==> config.mk <==
export PLATFORM = sky130hd
export DESIGN_NAME = unidec_param
export DESIGN_NICKNAME = d
export VERILOG_FILES = /design/src/rtl/unidec_param.sv
export SDC_FILE = /design/constraint.sdc
export NUM_CORES = 1
export LEC_CHECK = 0
export ABC_AREA = 1
export BUFFER_PORTS_ARGS = -buffer_cell sky130_fd_sc_hd__buf_2
export CELL_PAD_IN_SITES_DETAIL_PLACEMENT = 2
export CELL_PAD_IN_SITES_GLOBAL_PLACEMENT = 2
export CORE_MARGIN = 5
export CORE_UTILIZATION = 35
export DETAILED_ROUTE_END_ITERATION = 8
export PLACE_DENSITY = 0.85
export SETUP_SLACK_MARGIN = 0.15
export SYNTH_ARGS = -nofsm -noshare
export SYNTH_HDL_FRONTEND = slang
export SYNTH_SLANG_ARGS = --single-unit
==> constraint.sdc <==
create_clock -name clk -period 3.4 [get_ports clk]
set_clock_uncertainty 0.2 [all_clocks]
set_input_delay 0.34 -clock clk [delete_from_list [all_inputs] [get_ports clk]]
set_output_delay 0.34 -clock clk [all_outputs]
set_load 0.05 [all_outputs]
==> src/rtl/unidec_param.sv <==
// unidec_param: nondeterministic step engine for the Sardinas-Patterson
// unique-decipherability test over a small loadable table of code words.
// The table is written while idle. During a check, sel1 chooses the code
// word that the dangling suffix is compared with, and sel2 chooses the
// prefix length. The search reports FOUND when a nonempty dangling suffix
// equals a code word. It reports TRAP when no prefix rule applies.
module unidec_param #(
    parameter int NWORDS = 8,
    parameter int MAXLEN = 6,
    parameter int CNTW   = 8,
    localparam int SELW  = $clog2(NWORDS),
    localparam int LENW  = $clog2(MAXLEN + 1),
    localparam int WW    = MAXLEN + 1
) (
    input  logic            clk,
    input  logic            rst_n,
    input  logic            load_en,
    input  logic [SELW-1:0] load_idx,
    input  logic [WW-1:0]   load_code,
    input  logic            start,
    input  logic            abort,
    input  logic [SELW-1:0] sel1,
    input  logic [LENW-1:0] sel2,
    output logic            busy,
    output logic            found,
    output logic            trapped,
    output logic [WW-1:0]   word,
    output logic [CNTW-1:0] step_cnt
);

    typedef enum logic [1:0] {IDLE, RUN, FOUND, TRAP} state_t;

    state_t          state, state_nx;
    logic [WW-1:0]   word_nx;
    logic            first, first_nx;
    logic [CNTW-1:0] cnt_nx;
    logic [WW-1:0]   tbl [NWORDS];
    logic [WW-1:0]   other;

    // Word length is the position of the stop bit, which is the highest set bit.
    // A zero word reports length 0. That is safe because every prefix test
    // requires the length to exceed k, and k is at least 1.
    function automatic logic [LENW-1:0] word_len(input logic [WW-1:0] x);
        logic [LENW-1:0] len;
        len = '0;
        for (int i = 0; i < WW; i++) begin
            if (x[i]) len = LENW'(i);
        end
        return len;
    endfunction

    // A prefix of length k exists only for 1 <= k <= MAXLEN-1 and only when
    // x is strictly longer than k.
    function automatic logic prefix_ok(input logic [WW-1:0] x, input logic [LENW-1:0] k);
        return (k != '0) && (int'(k) <= MAXLEN - 1) && (word_len(x) > k);
    endfunction

    // The prefix keeps the low k characters and places a fresh stop bit at position k.
    function automatic logic [WW-1:0] prefix_val(input logic [WW-1:0] x, input logic [LENW-1:0] k);
        logic [WW-1:0] stop;
        stop = WW'(1) << k;
        return stop | (x & (stop - WW'(1)));
    endfunction

    assign other   = tbl[sel1];
    assign busy    = (state == RUN);
    assign found   = (state == FOUND);
    assign trapped = (state == TRAP);

    // Code table: writes are accepted only while idle, and reset clears every entry.
    always_ff @(posedge clk) begin
        if (!rst_n) begin
            for (int i = 0; i < NWORDS; i++) tbl[i] <= '0;
        end else if (state == IDLE && load_en) begin
            tbl[load_idx] <= load_code;
        end
    end

    // Next-state logic. Abort overrides everything but leaves the counter as it is.
    always_comb begin
        state_nx = state;
        word_nx  = word;
        first_nx = first;
        cnt_nx   = step_cnt;
        case (state)
            IDLE, FOUND, TRAP: begin
                if (start) begin
                    state_nx = RUN;
                    word_nx  = other;
                    first_nx = 1'b1;
                    cnt_nx   = '0;
                end
            end
            RUN: begin
                cnt_nx   = (&step_cnt) ? step_cnt : step_cnt + CNTW'(1);
                first_nx = 1'b0;
                if (!first && word == other && word != '0) begin
                    state_nx = FOUND;
                end else if (prefix_ok(word, sel2) && prefix_val(word, sel2) == other) begin
                    word_nx = word >> sel2;
                end else if (prefix_ok(other, sel2) && prefix_val(other, sel2) == word) begin
                    word_nx = other >> sel2;
                end else begin
                    word_nx  = '0;
                    state_nx = TRAP;
                end
            end
            default: state_nx = IDLE;
        endcase
        if (abort) begin
            state_nx = IDLE;
            word_nx  = '0;
            first_nx = 1'b0;
            cnt_nx   = step_cnt;
        end
    end

    // State, suffix, first-cycle flag and step counter registers.
    always_ff @(posedge clk) begin
        if (!rst_n) begin
            state    <= IDLE;
            word     <= '0;
            first    <= 1'b0;
            step_cnt <= '0;
        end else begin
            state    <= state_nx;
            word     <= word_nx;
            first    <= first_nx;
            step_cnt <= cnt_nx;
        end
    end

endmodule

==> results of run 1 <==
path summary, 6_finish.rpt:
kind / end / slack (ns) / cells after the start
worst min-delay path: first / 0.08 / 3
worst max register to register: state[1] / 0.34 / 23
worst max-delay path: state[1] / 0.34 / 23
worst min register to register: step_cnt[1] / 0.32 / 2
cell type report:
cell class	count	share of cell area (%)
inverters	104	7.016
multi-input cells	480	41.26
well taps	180	3.984
flip-flops and latches	74	36.12
clock inverters	7	1.483
clock buffers	9	3.984
repair buffers	57	6.153
layer usage:
metal	global-route usage, %	vias to the layer above
met3	2.467	31
met1	28.24	2409
met4	8.115	0
li1	-	2258
met2	44.35	93
met5	0	-
logic make-up after synthesis:
kind of cell               after synthesis  synth area share, %
AOI/OAI and AO/OA                       70                8.092
xor gates and xnor gates                 5               0.9050
adders and majority gates                8                2.068
buffers and inverters                  119                10.55
DFF                                     74                42.19
and+or+nand+nor                        397                36.19
flip-flops by register name (all words and copies together), names as in the netlist:
register,count
tbl,56
word,7
state,2
step_cnt,8
first,1
cells in the mapped netlist, types with 2 or more instances:
library cell | count | area share [%]
o21ai_1 | 7 | 0.72
o22ai_1 | 4 | 0.52
buf_2 | 4 | 0.41
o221ai_1 | 2 | 0.36
nand3_2 | 13 | 2.7
nor2_2 | 2 | 0.26
xnor2_1 | 2 | 0.36
nor3_1 | 2 | 0.21
buf_4 | 3 | 0.47
nand3_1 | 58 | 6.0
nand3b_1 | 3 | 0.47
ha_1 | 8 | 2.1
o21ai_0 | 26 | 2.7
a21oi_1 | 23 | 2.4
o211ai_1 | 2 | 0.31
buf_6 | 4 | 0.93
nand2_1 | 189 | 15
xor2_1 | 3 | 0.54
dfxtp_1 | 18 | 7.4
clkbuf_1 | 3 | 0.23
a211oi_1 | 3 | 0.47
inv_2 | 9 | 0.70
edfxtp_1 | 56 | 35
nand2_2 | 10 | 1.3
nor2_1 | 107 | 8.3
nand2_4 | 5 | 1.2
inv_1 | 93 | 7.2
nand4_1 | 3 | 0.39
report_power, final:
group	leakage, uW	switching, uW	internal [uW]
Sequential	0.000716	21.5	1010
Clock	0.000148	395	634
Combinational	0.00184	389	154
critical path: cells and delay by family, from the launching register on:
| kind | cells | cell delay, ns |
|---|---|---|
| AND/OR/NAND/NOR | 16 | 1.60 |
| adder cells (fa/ha/maj) | 1 | 0.32 |
| AO/OA/AOI/OAI | 3 | 0.31 |
| buffers and inverters | 3 | 0.19 |
| flip-flops | 1 | 0.37 |
what timing repair did:
| item | 4_1_cts | 5_1_grt |
|---|---|---|
| hold buffers | 0 | 0 |
| endpoints found under the setup margin | 0 | 8 |
| resized for setup | 0 | 12 |
| setup buffers | 0 | 5 |
metrics by stage:
step / hold WS (ns) / instance area, um2 / cells / worst slack, ns
6_report: 0.08155 / 5653 / 911 / 0.3428
3_3_place_gp: 0.2876 / 5259 / 890 / 0.2433
3_5_place_dp: 0.3026 / 5259 / 890 / 0.03807
2_1_floorplan: 0.2657 / 4840 / 673 / 0.6859
4_1_cts: 0.07493 / 5568 / 906 / 0.2918
5_1_grt: 0.09132 / 5653 / 911 / 0.05923
cell usage in the layout, fill, tap and decap left out, drive strengths merged, types with 3 or more instances in the layout:
cell type / instances
edfxtp: 56
clkinv: 5
nor2: 110
ha: 8
clkbuf: 10
a21oi: 23
o21ai: 34
nand4: 3
xor2: 3
nand2: 204
nand3: 71
dfxtp: 18
inv: 103
o22ai: 4
buf: 56
nand3b: 3
a211oi: 3
==> qor.yml, run 1 <==
outcome: "finished, final reports clean"
clkLatencyLatePin_ns: 0.35
drive_gt1_share_pct: 16.28
syn_avg_cell_area_um2: 7.191
hp-class: "in2reg"
final_util_pct: 41.20
finalPower_uw: 2604
initial_utilization_pct: 35.28
p_leak_uw: 0.002706
synth_ff_type: "edfxtp_1"
clockRootBuffer: "clkbuf_16"
dr.max_layer_used: "met4"
tns_ns: 0
fp-row-count: 43
cp_slowest_cell: "edfxtp_1"
path_cells: "inv_1, nand2_1, nand3_1, nand3_2, nand2_4, inv_2, nor2_1, o21ai_0, ha_1, nand2_1, nor2_1, a211oi_1, nor2_1, inv_1, nor2_2, nand3_1, nor2_1, nand2_1, nand2_4, nand2_2, nand2_1, nand2_1, a21oi_1"
cap_viol_max_count: 0
crit_start: "tbl[7][3]"
worstMarginPinSlew_ns: 0.6591
die_area_mm2: 0.01628
grt_antenna_before_repair: 0
critPathMaxStageDelay_ns: 0.37
relSlewSlack_pct: 55.60
routed-wl-met3_um: 617
diodes: 0
vias: 4791
core_mm2: 0.01372
ant_nets: 0
path_max_fanout: 5
min_from: "start"
grt_pass1_vias: 5243
ys_ff_latch: 74
die_x_um: 127.6
viasPerCell: 5.259
cts_buffers: 9
cp-end-kind: "flop"
dp_hpwl_um: 14090
finalNetCount: 755
path_common_cell: "nand2_1"
clk_pin_slew_ns: 0.06
grtUsageTotal_pct: 23.75
min_period_ns: 3.057
io_pins: 39
r2r-start: "tbl[7][3]"
wirelength_um: 19350
ys_warn_count: 0
drc: 0
fmax_ghz: 0.3271
irDropWorstVdd_mv: 0.4226
setup_viol: 0
drt_pre_antenna_iters: 4
cts_tree: "yes"
final_max_slew_viol_count: 0
drtIter0Drc: 311
async_reset_ff_share_pct: 0
seq_area_frac_synth_pct: 42.19
drt-met1-wl_um: 8025
final_hold_viol_count: 0
multiInputGateArea_mm2: 0.002332
synthCells: 673
cts.sink_count: 74
rsz0062_at_grt: "no"
crit_type: "reg2reg"
grt_max_degree: 32
overflow: 0
wl_met2_um: 10170
die_h_um: 127.6
syn_nets: 702
io_buffers: 38
required_ns: 3.47
grt_pass1_wl_um: 29760
register_area_mm2: 0.002042
routedWlPerCell_um: 21.24
clock_path_buffers: 2
fin_crit_sh_pct: 89.92
syn2layout_area_growth_pct: 16.80
gp_routability_congestion: 1.011
start_kind: "flop"
power_density_mw_per_mm2: 460.6
nFillCells: 1607
ys_types: 39
arrival_ns: 3.13
synth-edff-count: 56
netlist_area_mm2: 0.004840
htreeDepth: 3
No activity file was read; power rests on OpenSTA's default activity.
==> run 2: changes to the inputs <==
--- a/config.mk
+++ b/config.mk
@@ -10,9 +10,10 @@
 export CELL_PAD_IN_SITES_DETAIL_PLACEMENT = 2
 export CELL_PAD_IN_SITES_GLOBAL_PLACEMENT = 2
 export CORE_MARGIN = 5
-export CORE_UTILIZATION = 35
+export CORE_UTILIZATION = 36
+export CTS_BUF_LIST = sky130_fd_sc_hd__clkbuf_8
 export DETAILED_ROUTE_END_ITERATION = 8
-export PLACE_DENSITY = 0.85
+export PLACE_DENSITY = 0.87
 export SETUP_SLACK_MARGIN = 0.15
 export SYNTH_ARGS = -nofsm -noshare
 export SYNTH_HDL_FRONTEND = slang
==> run 2 against run 1 <==
Net effect:
- setup slack got worse by 0.26 ns
- count of clock-buffer cells in the layout stayed put
- global-route usage grew 2.1 points
- total power down 7.0%
- critical path depth did not move
- via count up 6.3%
- hold slack improved by 0.00078 ns
- sequential share of layout area increased by 0.41 points
- clock power is 22% lower
- final cell count increased by 0.11%
- non-clock buffer count is 5 higher
==> qor.yml, run 2 (same netlist as run 1, synthesis figures left out) <==
arrival_ns: 3.43  # +0.30 ns
final_common_cell: "nand2_1"
r2r-end: "state[0]"
holdPathEnd: "word[6]"
grt_antenna_before_repair: 0  # unchanged
path_cells: "inv_1, nand2_1, nand3_2, nand3_2, nand2_2, inv_2, nor2_1, o21ai_0, ha_1, nand2_1, nor2_1, a211oi_1, nor2_1, inv_1, nor2_1, nand3_1, nor2_1, nand2_1, nand2_4, nand2_2, nand2_1, nand2_1, a21oi_1"
clk_pin_slew_ns: 0.10  # +0.04 ns
grt_use_met2_pct: 44.76  # +0.41 points
io_buffers: 38  # unchanged
power_density_mw_per_mm2: 433.2  # -6.0%
hp-class: "in2reg"
cp-end-kind: "flop"
final_max_slew_viol_count: 0  # unchanged
setup_viol: 0  # unchanged
fmax_ghz: 0.3012  # -7.9%
max_flop_register: "tbl"
critPathMaxStageDelay_ns: 0.40  # +0.03 ns
relSlewSlack_pct: 51.14  # -4.5 points
cp_slowest_cell: "edfxtp_1"
reg2reg_slack_ns: 0.08  # -0.26 ns
die_x_um: 125.9  # -1.3%
syn2layout_area_growth_pct: 15.49
gp_routability_congestion: 0.9091  # -10%
vias: 5094  # +6.3%
required_ns: 3.51  # +0.04 ns
reg2reg_depth: 23  # unchanged
largestRegisters: "tbl x56, step_cnt x8, word x7"
timing.hold.ws_ns: 0.08233  # +0.0007769 ns
met3_usage_pct: 3.810  # +1.3 points
final_hold_viol_count: 0  # unchanged
finalPower_uw: 2421  # -7.0%
preCtsSetupSlack_ns: -0.1503  # -0.1884 ns
placed_cells: 886  # -0.45%
htreeDepth: 3  # unchanged
cts_buffers: 9  # unchanged
routedWlPerCell_um: 23.90  # +13%
clockRootBuffer: "clkbuf_8"
cts_tree: "yes"
start_kind: "flop"
path_max_fanout: 5  # unchanged
drive_gt1_share_pct: 17.26  # +0.98 points
grtUsageTotal_pct: 25.81  # +2.1 points
dp_hpwl_um: 14760  # +4.8%
die_h_um: 125.9  # -1.3%
finalNetCount: 760  # +0.66%
cts.sink_count: 74  # unchanged
top_usage_layer: "met2"
grtUsageMet1_pct: 31.37  # +3.1 points
min_from: "start"
fp-row-count: 42  # -2.3%
overflow: 0  # unchanged
final_cell_mix: "nand2_1 (189), nor2_1 (106), inv_1 (93)"
crit_family: "simple AND/OR/NAND/NOR gates"
final_area_mm2: 0.005589  # -1.1%
p_leak_uw: 0.002690  # -0.60%
drtIter0Drc: 405  # +30%
clock_path_buffers: 2  # unchanged
worstMarginPinSlew_ns: 0.7253  # +0.06619 ns
fin_crit_sh_pct: 97.66  # +7.7 points
r2r-start: "tbl[7][2]"
wirelength_um: 21800  # +13%
grt_pass1_wl_um: 31630  # +6.3%
clkLatencyLatePin_ns: 0.38  # +0.03 ns
min_period_ns: 3.320  # +0.2633 ns
largest_reg_flops: 56  # unchanged
diodes: 0  # unchanged
initial_utilization_pct: 36.69  # +1.4 points
finalWorstSetupSlack_ns: 0.07951  # -0.2633 ns
die_area_mm2: 0.01586  # -2.6%
ant_nets: 0  # unchanged
outcome: "finished, final reports clean"
cp.buffers_inverters: 3  # unchanged
crit_type: "reg2reg"
drc: 0  # unchanged
fin_cells: 912  # +0.11%
irDropWorstVdd_mv: 0.3691  # -13%
postPlaceCellArea_mm2: 0.005241  # -0.33%
holdPathStages: 3  # unchanged
grt_pass1_vias: 5527  # +5.4%
viasPerCell: 5.586  # +6.2%
core_mm2: 0.01319  # -3.9%
cap_viol_max_count: 0  # unchanged
io_pins: 39  # unchanged
drt_pre_antenna_iters: 5  # +1
rsz0062_at_grt: "yes"
grt_max_degree: 25  # -22%
run 2: worst max path at each step:
stage	startpoint	endpoint	slack, ns	cells past startpoint
floorplan	sel1[0]	state[1]	0.69	24
global placement	sel1[1]	state[1]	0.08	22
detailed placement	sel1[1]	state[1]	-0.15	22
CTS	tbl[4][4]	state[1]	0.16	22
global route	tbl[7][2]	word[4]	-0.16	23
finish	tbl[7][2]	state[0]	0.08	23
run 2: cell type report:
cell class                      instances  area, um2
Tap cell                              176      220.2
Clock buffer                            9      123.9
Clock inverter                          7      93.84
Timing Repair Buffer                   62      372.9
Sequential cell                        74       2042
Inverter                              104      396.6
Fill cell                            1568       7601
Multi-Input combinational cell        480       2340
run 2: layer usage:
| layer | vias up | part of all wire (%) |
|---|---|---|
| li1 | 2275 | - |
| met1 | 2543 | 40 |
| met2 | 198 | 51 |
| met3 | 78 | 5.0 |
| met4 | 0 | 4.9 |
| met5 | - | 0 |
run 2: timing repair:
item | 4_1_cts | 5_1_grt
gates resized for setup | 2 | 11
endpoints found under the setup margin | 2 | 8
pin swaps | 1 | 4
endpoints found under the hold margin | 0 | 0
buffers inserted | 0 | 10
hold buffers | 0 | 0
run 2: worst min-delay path, delay by kind of cell:
family	cells	cell delay [ns]
AOI/OAI and AO/OA	1	0.06
buffers and inverters	1	0.12
and+or+nand+nor	1	0.08
run 2: metrics by stage:
step                      TNS (ns)  util, %
after floorplan                  0        -
after global placement           0    39.74
after detailed placement   -0.4799    39.74
after CTS                        0    41.46
after global routing       -0.4668    42.37
final                            0    42.37
run 2: report_power, final:
part / total (uW) / internal, uW / switching, uW / leakage (uW)
sequential: 1030 / 1010 / 24.7 / 0.000716
combinational: 578 / 160 / 419 / 0.00186
clock: 808 / 414 / 394 / 0.000111
